<file path="src/rtl/ifetch_unit_pkg.sv">
// ifetch_unit_pkg: shared opcodes, FSM encodings, queue entry type and static next-PC prediction
package ifetch_unit_pkg;
  localparam logic [6:0] OPC_JAL = 7'b1101111;
  localparam logic [6:0] OPC_JALR = 7'b1100111;
  localparam logic [6:0] OPC_BRANCH = 7'b1100011;
  localparam logic [1:0] S_IDLE = 2'd0;
  localparam logic [1:0] S_WAIT = 2'd1;
  localparam logic [1:0] S_SETTLE = 2'd2;
  typedef struct packed {
    logic [31:0] word;
    logic [31:0] pc;
    logic [31:0] pred;
  } fetch_entry_t;
  function automatic logic [31:0] imm_j(input logic [31:0] d);
    return {{11{d[31]}}, d[31], d[19:12], d[20], d[30:21], 1'b0};
  endfunction
  function automatic logic [31:0] imm_b(input logic [31:0] d);
    return {{19{d[31]}}, d[31], d[7], d[30:25], d[11:8], 1'b0};
  endfunction
  // JALR targets are register-dependent and forward branches are predicted not-taken
  function automatic logic [31:0] predict(input logic [31:0] pc, input logic [31:0] d);
    return (d[6:0] == OPC_JALR) ? pc + 32'd4 :
           (d[6:0] == OPC_JAL) ? pc + imm_j(d) :
           (d[6:0] == OPC_BRANCH && d[31]) ? pc + imm_b(d) : pc + 32'd4;
  endfunction
endpackage

</file>
<file path="src/rtl/fetch_queue.sv">
// fetch_queue: synchronous FIFO of fetched {word, pc, pred} entries; head reads 0 when empty
module fetch_queue
  import ifetch_unit_pkg::*;
#(
  parameter int DEPTH = 8
) (
  input  logic clk,
  input  logic rst,
  input  logic push,
  input  logic pop,
  input  logic clear,
  input  fetch_entry_t din,
  output fetch_entry_t dout,
  output logic full,
  output logic empty,
  output logic [$clog2(DEPTH):0] count
);
  localparam int AW = $clog2(DEPTH);
  localparam int CW = AW + 1;
  fetch_entry_t mem [DEPTH];
  logic [AW-1:0] head, tail;
  logic do_push, do_pop;
  assign empty = count == '0;
  assign full = count == CW'(DEPTH);
  assign do_pop = pop & ~empty;
  assign do_push = push & (~full | do_pop);
  assign dout = empty ? '0 : mem[head];
  always_ff @(posedge clk) if (do_push) mem[tail] <= din;
  always_ff @(posedge clk) begin
    if (rst || clear) begin
      head <= '0;
      tail <= '0;
      count <= '0;
    end else begin
      if (do_push) tail <= tail + 1'b1;
      if (do_pop) head <= head + 1'b1;
      count <= count + CW'(do_push) - CW'(do_pop);
    end
  end
endmodule

</file>
<file path="src/rtl/ifetch_unit.sv">
// ifetch_unit: PC holder issuing one cache fetch at a time, predicting next PC and queueing words
module ifetch_unit
  import ifetch_unit_pkg::*;
#(
  parameter int QUEUE_DEPTH = 8,
  parameter logic [31:0] RESET_PC = 32'h0000_0000
) (
  input  logic clk,
  input  logic rst,
  input  logic rdy,
  output logic fetch_req,
  output logic [31:0] fetch_addr,
  input  logic fetch_idle,
  input  logic fetch_rsp_valid,
  input  logic [31:0] fetch_rsp_data,
  input  logic [31:0] fetch_rsp_addr,
  input  logic flush,
  input  logic [31:0] flush_pc,
  output logic inst_valid,
  output logic [31:0] inst,
  output logic [31:0] inst_pc,
  output logic [31:0] inst_pred_pc,
  input  logic inst_ready
);
  localparam int CW = $clog2(QUEUE_DEPTH) + 1;
  logic [1:0] state;
  logic [31:0] pc, pending_addr, pred;
  logic [CW-1:0] count;
  logic full, empty, hit, issue;
  fetch_entry_t head;
  assign pred = predict(pending_addr, fetch_rsp_data);
  assign hit = state == S_WAIT && fetch_rsp_valid && fetch_rsp_addr == pending_addr;
  assign issue = state == S_IDLE && fetch_idle && count < CW'(QUEUE_DEPTH);
  assign inst_valid = ~empty;
  assign inst = head.word;
  assign inst_pc = head.pc;
  assign inst_pred_pc = head.pred;
  fetch_queue #(.DEPTH(QUEUE_DEPTH)) u_queue (
    .clk(clk),
    .rst(rst),
    .push(rdy & ~flush & hit & ~full),
    .pop(rdy & ~flush & inst_ready),
    .clear(rdy & flush),
    .din('{word: fetch_rsp_data, pc: pending_addr, pred: pred}),
    .dout(head),
    .full(full),
    .empty(empty),
    .count(count)
  );
  // issue and hit are exclusive by state, so only flush and SETTLE need explicit priority
  always_ff @(posedge clk) begin
    if (rst) begin
      state <= S_IDLE;
      pc <= RESET_PC;
      pending_addr <= '0;
      fetch_req <= 1'b0;
      fetch_addr <= '0;
    end else if (rdy) begin
      fetch_req <= 1'b0;
      if (flush) begin
        pc <= flush_pc;
        state <= S_SETTLE;
      end else if (state == S_SETTLE) begin
        state <= S_IDLE;
      end else if (issue) begin
        state <= S_WAIT;
        fetch_req <= 1'b1;
        fetch_addr <= pc;
        pending_addr <= pc;
      end else if (hit) begin
        state <= S_IDLE;
        pc <= pred;
      end
    end
  end
endmodule
</file>
<file path="config.mk">
export PLATFORM = sky130hd
export DESIGN_NAME = ifetch_unit
export DESIGN_NICKNAME = d
export VERILOG_FILES = /design/src/rtl/ifetch_unit_pkg.sv /design/src/rtl/fetch_queue.sv /design/src/rtl/ifetch_unit.sv
export SDC_FILE = /design/constraint.sdc
export NUM_CORES = 1
export LEC_CHECK = 0
export CORE_MARGIN = 4
export CORE_UTILIZATION = 40
export DETAILED_ROUTE_END_ITERATION = 8
export SLEW_MARGIN = 20
export SYNTH_ARGS = -nofsm -noshare
export SYNTH_HDL_FRONTEND = slang
export SYNTH_SLANG_ARGS = --single-unit
</file>
<file path="constraint.sdc">
create_clock -name clk -period 10.5 [get_ports clk]
set_input_delay 2.1 -clock clk [delete_from_list [all_inputs] [get_ports clk]]
set_output_delay 2.1 -clock clk [all_outputs]
set_load 0.02 [all_outputs]
</file>
==> results of run 1 <==
[worst paths after layout]
kind	startpoint	to	slack [ps]	cells past startpoint
max reg2reg	pending_addr[19]	u_queue.mem[5][86]	5940	8
max	flip-flop	inst_pred_pc[1]	4410	5
min reg2reg	pc[21]	pending_addr[21]	450	2
min	pc[21]	pending_addr[21]	450	2
[layer usage]
| metal | GRT usage [%] | vias to the layer above |
|---|---|---|
| met1 | 28.5 | 11100 |
| met2 | 32.3 | 839 |
| li1 | - | 9347 |
| met3 | 4.70 | 87 |
| met4 | 4.20 | 0 |
| met5 | 0 | - |
[registers in the layout (all words and copies together) (netlist names), named ones only]
register,cells
fetch_req,1
pc,32
pending_addr,32
state,2
u_queue.count,4
u_queue.head,3
u_queue.mem,760
u_queue.tail,3
[Yosys cell counts, drive strengths merged, types with 10 or more instances]
library cell	n
nand2b	24
xor2	30
dfxtp	80
mux2i	111
edfxtp	760
nand3	29
nand4	26
nand2	146
and3	16
and2	11
inv	22
nor2	172
a21o	26
xnor2	58
buf	32
nor3	29
mux4	190
a21oi	109
ha	52
o22ai	12
a221oi	13
a31oi	14
a211oi	10
clkbuf	99
o211ai	14
o21ai	46
[kinds of logic after synthesis]
logic type / count (synthesis) / share of synthesized area [%]
AOI/OAI and AO/OA: 318 / 6.06
xor gates and xnor gates: 88 / 2.12
adders and majority gates: 55 / 1.96
buffers and inverters: 154 / 1.67
DFF: 840 / 67.2
muxes: 302 / 14.9
and+or+nand+nor: 479 / 6.09
[worst max-delay path, cell delays in order (launching register included)]
cell and delay [ps]:
dfxtp_4 970, buf_4 760, mux4_2 590, mux2i_1 280, nor2_1 80, clkdlybuf4s50_1 570
[where the power goes]
group	internal (W)	total [W]	switching, W
clock network	0.00164	0.00289	0.00125
registers	0.00363	0.00364	0.00000731
logic	0.0000843	0.000220	0.000136
[per-stage QoR]
| step | util (%) | power [W] |
|---|---|---|
| 2_1_floorplan | - | 0.00381 |
| 3_3_place_gp | 44.6 | 0.00392 |
| 3_5_place_dp | 44.7 | 0.00392 |
| 4_1_cts | 47.6 | 0.00681 |
| 5_1_grt | 47.7 | 0.00697 |
| 6_report | 47.7 | 0.00675 |
[cell type report]
class	count	area share [%]
inverters	23	0.201
repair buffers	297	6.63
flip-flops and latches	840	57.0
multi-input cells	1242	26.6
clock buffers	104	5.09
clock inverters	50	1.11
well taps	1176	3.43
[placed cells by master (no fill, tap or decap), types with 5 or more instances in the layout]
cell and count:
edfxtp_1 760, clkdlybuf4s50_1 230, mux4_2 190, nor2_1 165, nand2_1 146, mux2i_1 111
a21oi_1 105, clkbuf_16 83, dfxtp_1 77, buf_4 62, xnor2_1 58, ha_1 52
o21ai_0 41, xor2_1 30, nand3_1 27, nor3_1 25, nand4_1 25, a21o_1 25
nand2b_1 24, inv_1 22, clkinv_1 18, clkbuf_1 18, and3_1 16, o211ai_1 14
a221oi_1 13, a31oi_1 12, clkinv_2 12, and2_1 10, a211oi_1 9, o22ai_1 9
a211o_1 8, o221a_2 7, nor2_4 6, bufinv_16 6, a21boi_0 5, clkinvlp_4 5
==> flow_summary.yaml, run 1 <==
outcome:
  outcome: "complete, no violations"
clock_tree:
  worstSkewPairLatency_ps: 650
  cts_tree: "yes"
  postCtsSetupBuffers: 0
  clk_path_buf_depth: 3
  htreeDepth: 3
  clkTransAtPathRegs_ps: 60
  cts_num_sinks: 840
  ctsResizeCount: 0
  clockRootBuffer: "clkbuf_16"
  hold_buffers: 0
  cts_buffers: 83
timing:
  rsz0062_at_grt: "false"
  setup_viol: 0
  slew_headroom_pct: 20.7
  fin_crit_ps: 6090
  hold_violations: 0
  max_freq_mhz: 164
  slew_viol_final: 0
  tightestPinTransition_ps: 1190
  finalWorstSetupSlack_ps: 4410
  fin_skew_ps: 28.9
  fin_crit_sh_pct: 58.0
  holdWs_ps: 453
  timing.setup.tns_ps: 0
logic_synthesis:
  syn-mean-instance-area_sq_um: 16.2
  async_flop_share_pct: 0
  yosys_warnings: 0
  yosys-top-cells-area: "edfxtp_1, mux4_2, dfxtp_1"
  yosys.area.top_type: "edfxtp_1"
  synthFlopType: "edfxtp_1"
  synth_cell_type_count: 91
  synth_area_sq_mm: 0.0363
  seq_area_frac_synth_pct: 67.2
  synth-seq-cells: 840
  syn_inst: 2236
  synth_edf_count: 760
  synth_top_area_share_pct: 62.8
  synth_nets: 2394
place:
  port_buffers: 232
  gp_congestion: 0.884
  dp_hpwl_um: 61100
  placed_area_sq_mm: 0.0402
  dpl_worst_slack_ps: 3900
  dp_cells: 3577
drt:
  drt_iter0_markers: 1927
  wl_met1_um: 42000
  routedWlPerCell_um: 26.0
  detail_route.first_pass.iterations: 8
  drc_errors: 0
  antenna_left: 0
  wl_um: 97000
  vias_per_cell: 5.72
  wl_met2_um: 45700
  routed-wl-met3_um: 7850
  highest_layer: "met4"
  dr_total_vias: 21300
floorplan:
  dieArea_sq_mm: 0.0957
  core_area_sq_mm: 0.0900
  placementRows: 110
  start_util_pct: 40.4
  die-height_um: 309
  ios: 233
  die_w_um: 309
critical_path:
  crit_required_ps: 8400
  arrival_ps: 3990
  path_max_fanout: 45
  end_kind: "output pin"
  critPathLaunchType: "flip-flop"
  worst-setup-path-type: "flip-flop to output pin"
finish:
  regArea_sq_mm: 0.0244
  fin_area_sq_mm: 0.0429
  fin_nets: 2645
  diodes: 0
  syn2layout_area_growth_pct: 18.1
  multiInputGateArea_sq_mm: 0.0114
  drive_above_1_share_pct: 16.7
  fin_cells: 3732
  fillers: 7679
global_routing:
  grt_pass1_vias: 21700
  grt_max_degree: 164
  antenna_found_initial: 1
  overflow: 0
  grt_use_total_pct: 20.1
  grt_pass1_wl_um: 143000
power:
  ir_drop_uv: 112
  leakage_nw: 14.1
  power.density_mw_per_mm2: 157
flow_run:
  drv_cap: 0
hold_path:
  hp-class: "flip-flop to flip-flop"
No activity file was read; power rests on OpenSTA's default activity.
==> run 2, diff against run 1 <==
Clock period 10.5 ns to 6.3 ns, I/O delays scaled along.
==> flow_summary.yaml, run 2 (synthesis results as in run 1) <==
critical_path:
  worst-setup-path-type: "flip-flop to output pin"
  arrival_ps: 3640
  r2r_slack_ps: 2080
  end_kind: "output pin"
  r2r_end: "u_queue.mem[4][31]"
  r2r_start: "pending_addr[1]"
  critPathLaunchType: "flip-flop"
  path_max_fanout: 40
  r2r_cells: 11
  crit_required_ps: 5040
floorplan:
  dieArea_sq_mm: 0.0957
  core_area_sq_mm: 0.0900
  ios: 233
  placementRows: 110
  die-height_um: 309
  start_util_pct: 40.4
  die_w_um: 309
hold_path:
  hold_end: "pending_addr[11]"
  hold_path_startpoint: "pc[11]"
  hp-class: "flip-flop to flip-flop"
  hold_depth: 2
outcome:
  outcome: "complete, no violations"
drt:
  routed-wl-met3_um: 7450
  routedWlPerCell_um: 26.3
  drc_errors: 0
  wl_met1_um: 42900
  wl_um: 98500
  vias_per_cell: 5.72
  dr_total_vias: 21400
  highest_layer: "met4"
  wl_met2_um: 45900
  antenna_left: 0
  drt_iter0_markers: 2217
  detail_route.first_pass.iterations: 6
place:
  gp_congestion: 0.878
  dpl_worst_slack_ps: 1120
  port_buffers: 232
  placed_area_sq_mm: 0.0405
  dp_hpwl_um: 62300
finish:
  fin_nets: 2658
  largest_register_ffs: 760
  fillers: 7666
  drive_above_1_share_pct: 17.2
  final_util_pct: 47.9
  syn2layout_area_growth_pct: 18.7
  regMostFlops: "u_queue.mem"
  fin_area_sq_mm: 0.0431
  final_common_cell: "edfxtp_1"
  final_cell_mix: "edfxtp_1, clkdlybuf4s50_1, mux4_2"
  largest_registers: "u_queue.mem: 760 flops, pc: 32 flops, pending_addr: 32 flops"
timing:
  setup_viol: 0
  fin_crit_sh_pct: 77.7
  hold_violations: 0
  slew_headroom_pct: 26.8
  finalWorstSetupSlack_ps: 1400
  tightestPinTransition_ps: 1090
  max_freq_mhz: 204
  fin_crit_ps: 4900
  slew_viol_final: 0
  timing.setup.tns_ps: 0
  fin_skew_ps: 29.0
  rsz0062_at_grt: "false"
clock_tree:
  ctsResizeCount: 0
  clockRootBuffer: "clkbuf_16"
  clkTransAtPathRegs_ps: 60
  clk_path_buf_depth: 3
  htreeDepth: 3
  postCtsSetupBuffers: 0
  hold_buffers: 0
  cts_buffers: 83
  cts_tree: "yes"
  worstSkewPairLatency_ps: 640
  cts_num_sinks: 840
global_routing:
  grt_pass1_vias: 22000
  grt_use_total_pct: 20.4
  overflow: 0
  grt_max_degree: 96
  grt_pass1_wl_um: 145000
  antenna_found_initial: 2
flow_run:
  drv_cap: 0
power:
  leakage_nw: 14.2
  ir_drop_uv: 190
  power_w: 0.0112
  power.density_mw_per_mm2: 259
[run 2: changes by cell type in the layout (fill, tap and decap cells not counted), moves of 4 or more]
| cell | delta |
|---|---|
| clkbuf_1 | -4 |
| buf_12 | +18 |
| buf_4 | -4 |
| clkinvlp_4 | -4 |
| clkinv_2 | +12 |
| clkinv_1 | -4 |
[run 2: layout make-up]
class | instances | area [sq um] | area share (%)
Antenna cell | 2 | 5.00 | 0.0116
Clock buffer | 102 | 2230 | 5.18
Clock inverter | 49 | 373 | 0.864
Inverter | 23 | 86.3 | 0.200
Multi-Input combinational cell | 1242 | 11400 | 26.4
Sequential cell | 840 | 24400 | 56.7
Tap cell | 1176 | 1470 | 3.41
Timing Repair Buffer | 310 | 3150 | 7.30
[run 2: per-layer routing]
metal	up-vias	track usage, %
met3	135	4.05
met5	-	0
li1	9372	-
met1	11100	28.6
met2	852	32.7
met4	0	5.60
[run 2: worst max-delay path, stage by stage (launching register included)]
cell,delay [ps]
dfxtp_4,900
buf_4,550
mux4_2,570
mux2i_1,270
nor2_1,90
clkdlybuf4s50_1,560
[run 2: where the power goes]
part           internal [W]  switching (W)  total [W]
sequential          0.00605      0.0000142    0.00606
combinational      0.000143       0.000228   0.000370
clock               0.00266        0.00208    0.00474
total               0.00885        0.00232     0.0112
[run 2: how the worst max path moves through the flow]
stage / from / endpoint / slack, ps / cells past startpoint
floorplan: fetch_rsp_addr[7] / u_queue.mem[3][10] / -940 / 7
global placement: fetch_rsp_addr[23] / u_queue.mem[5][86] / 1120 / 9
detailed placement: fetch_rsp_addr[23] / u_queue.mem[5][86] / 1120 / 9
CTS: flip-flop / inst_pred_pc[13] / 1270 / 5
global route: flip-flop / inst_pred_pc[13] / 1140 / 5
finish: flip-flop / inst_pred_pc[13] / 1400 / 5
[run 2: per-stage QoR]
stage	instances	hold WS (ps)
finish	3744	448
global route	3743	465
floorplan	2236	427
detailed placement	3591	442
CTS	3742	450
global placement	3591	435
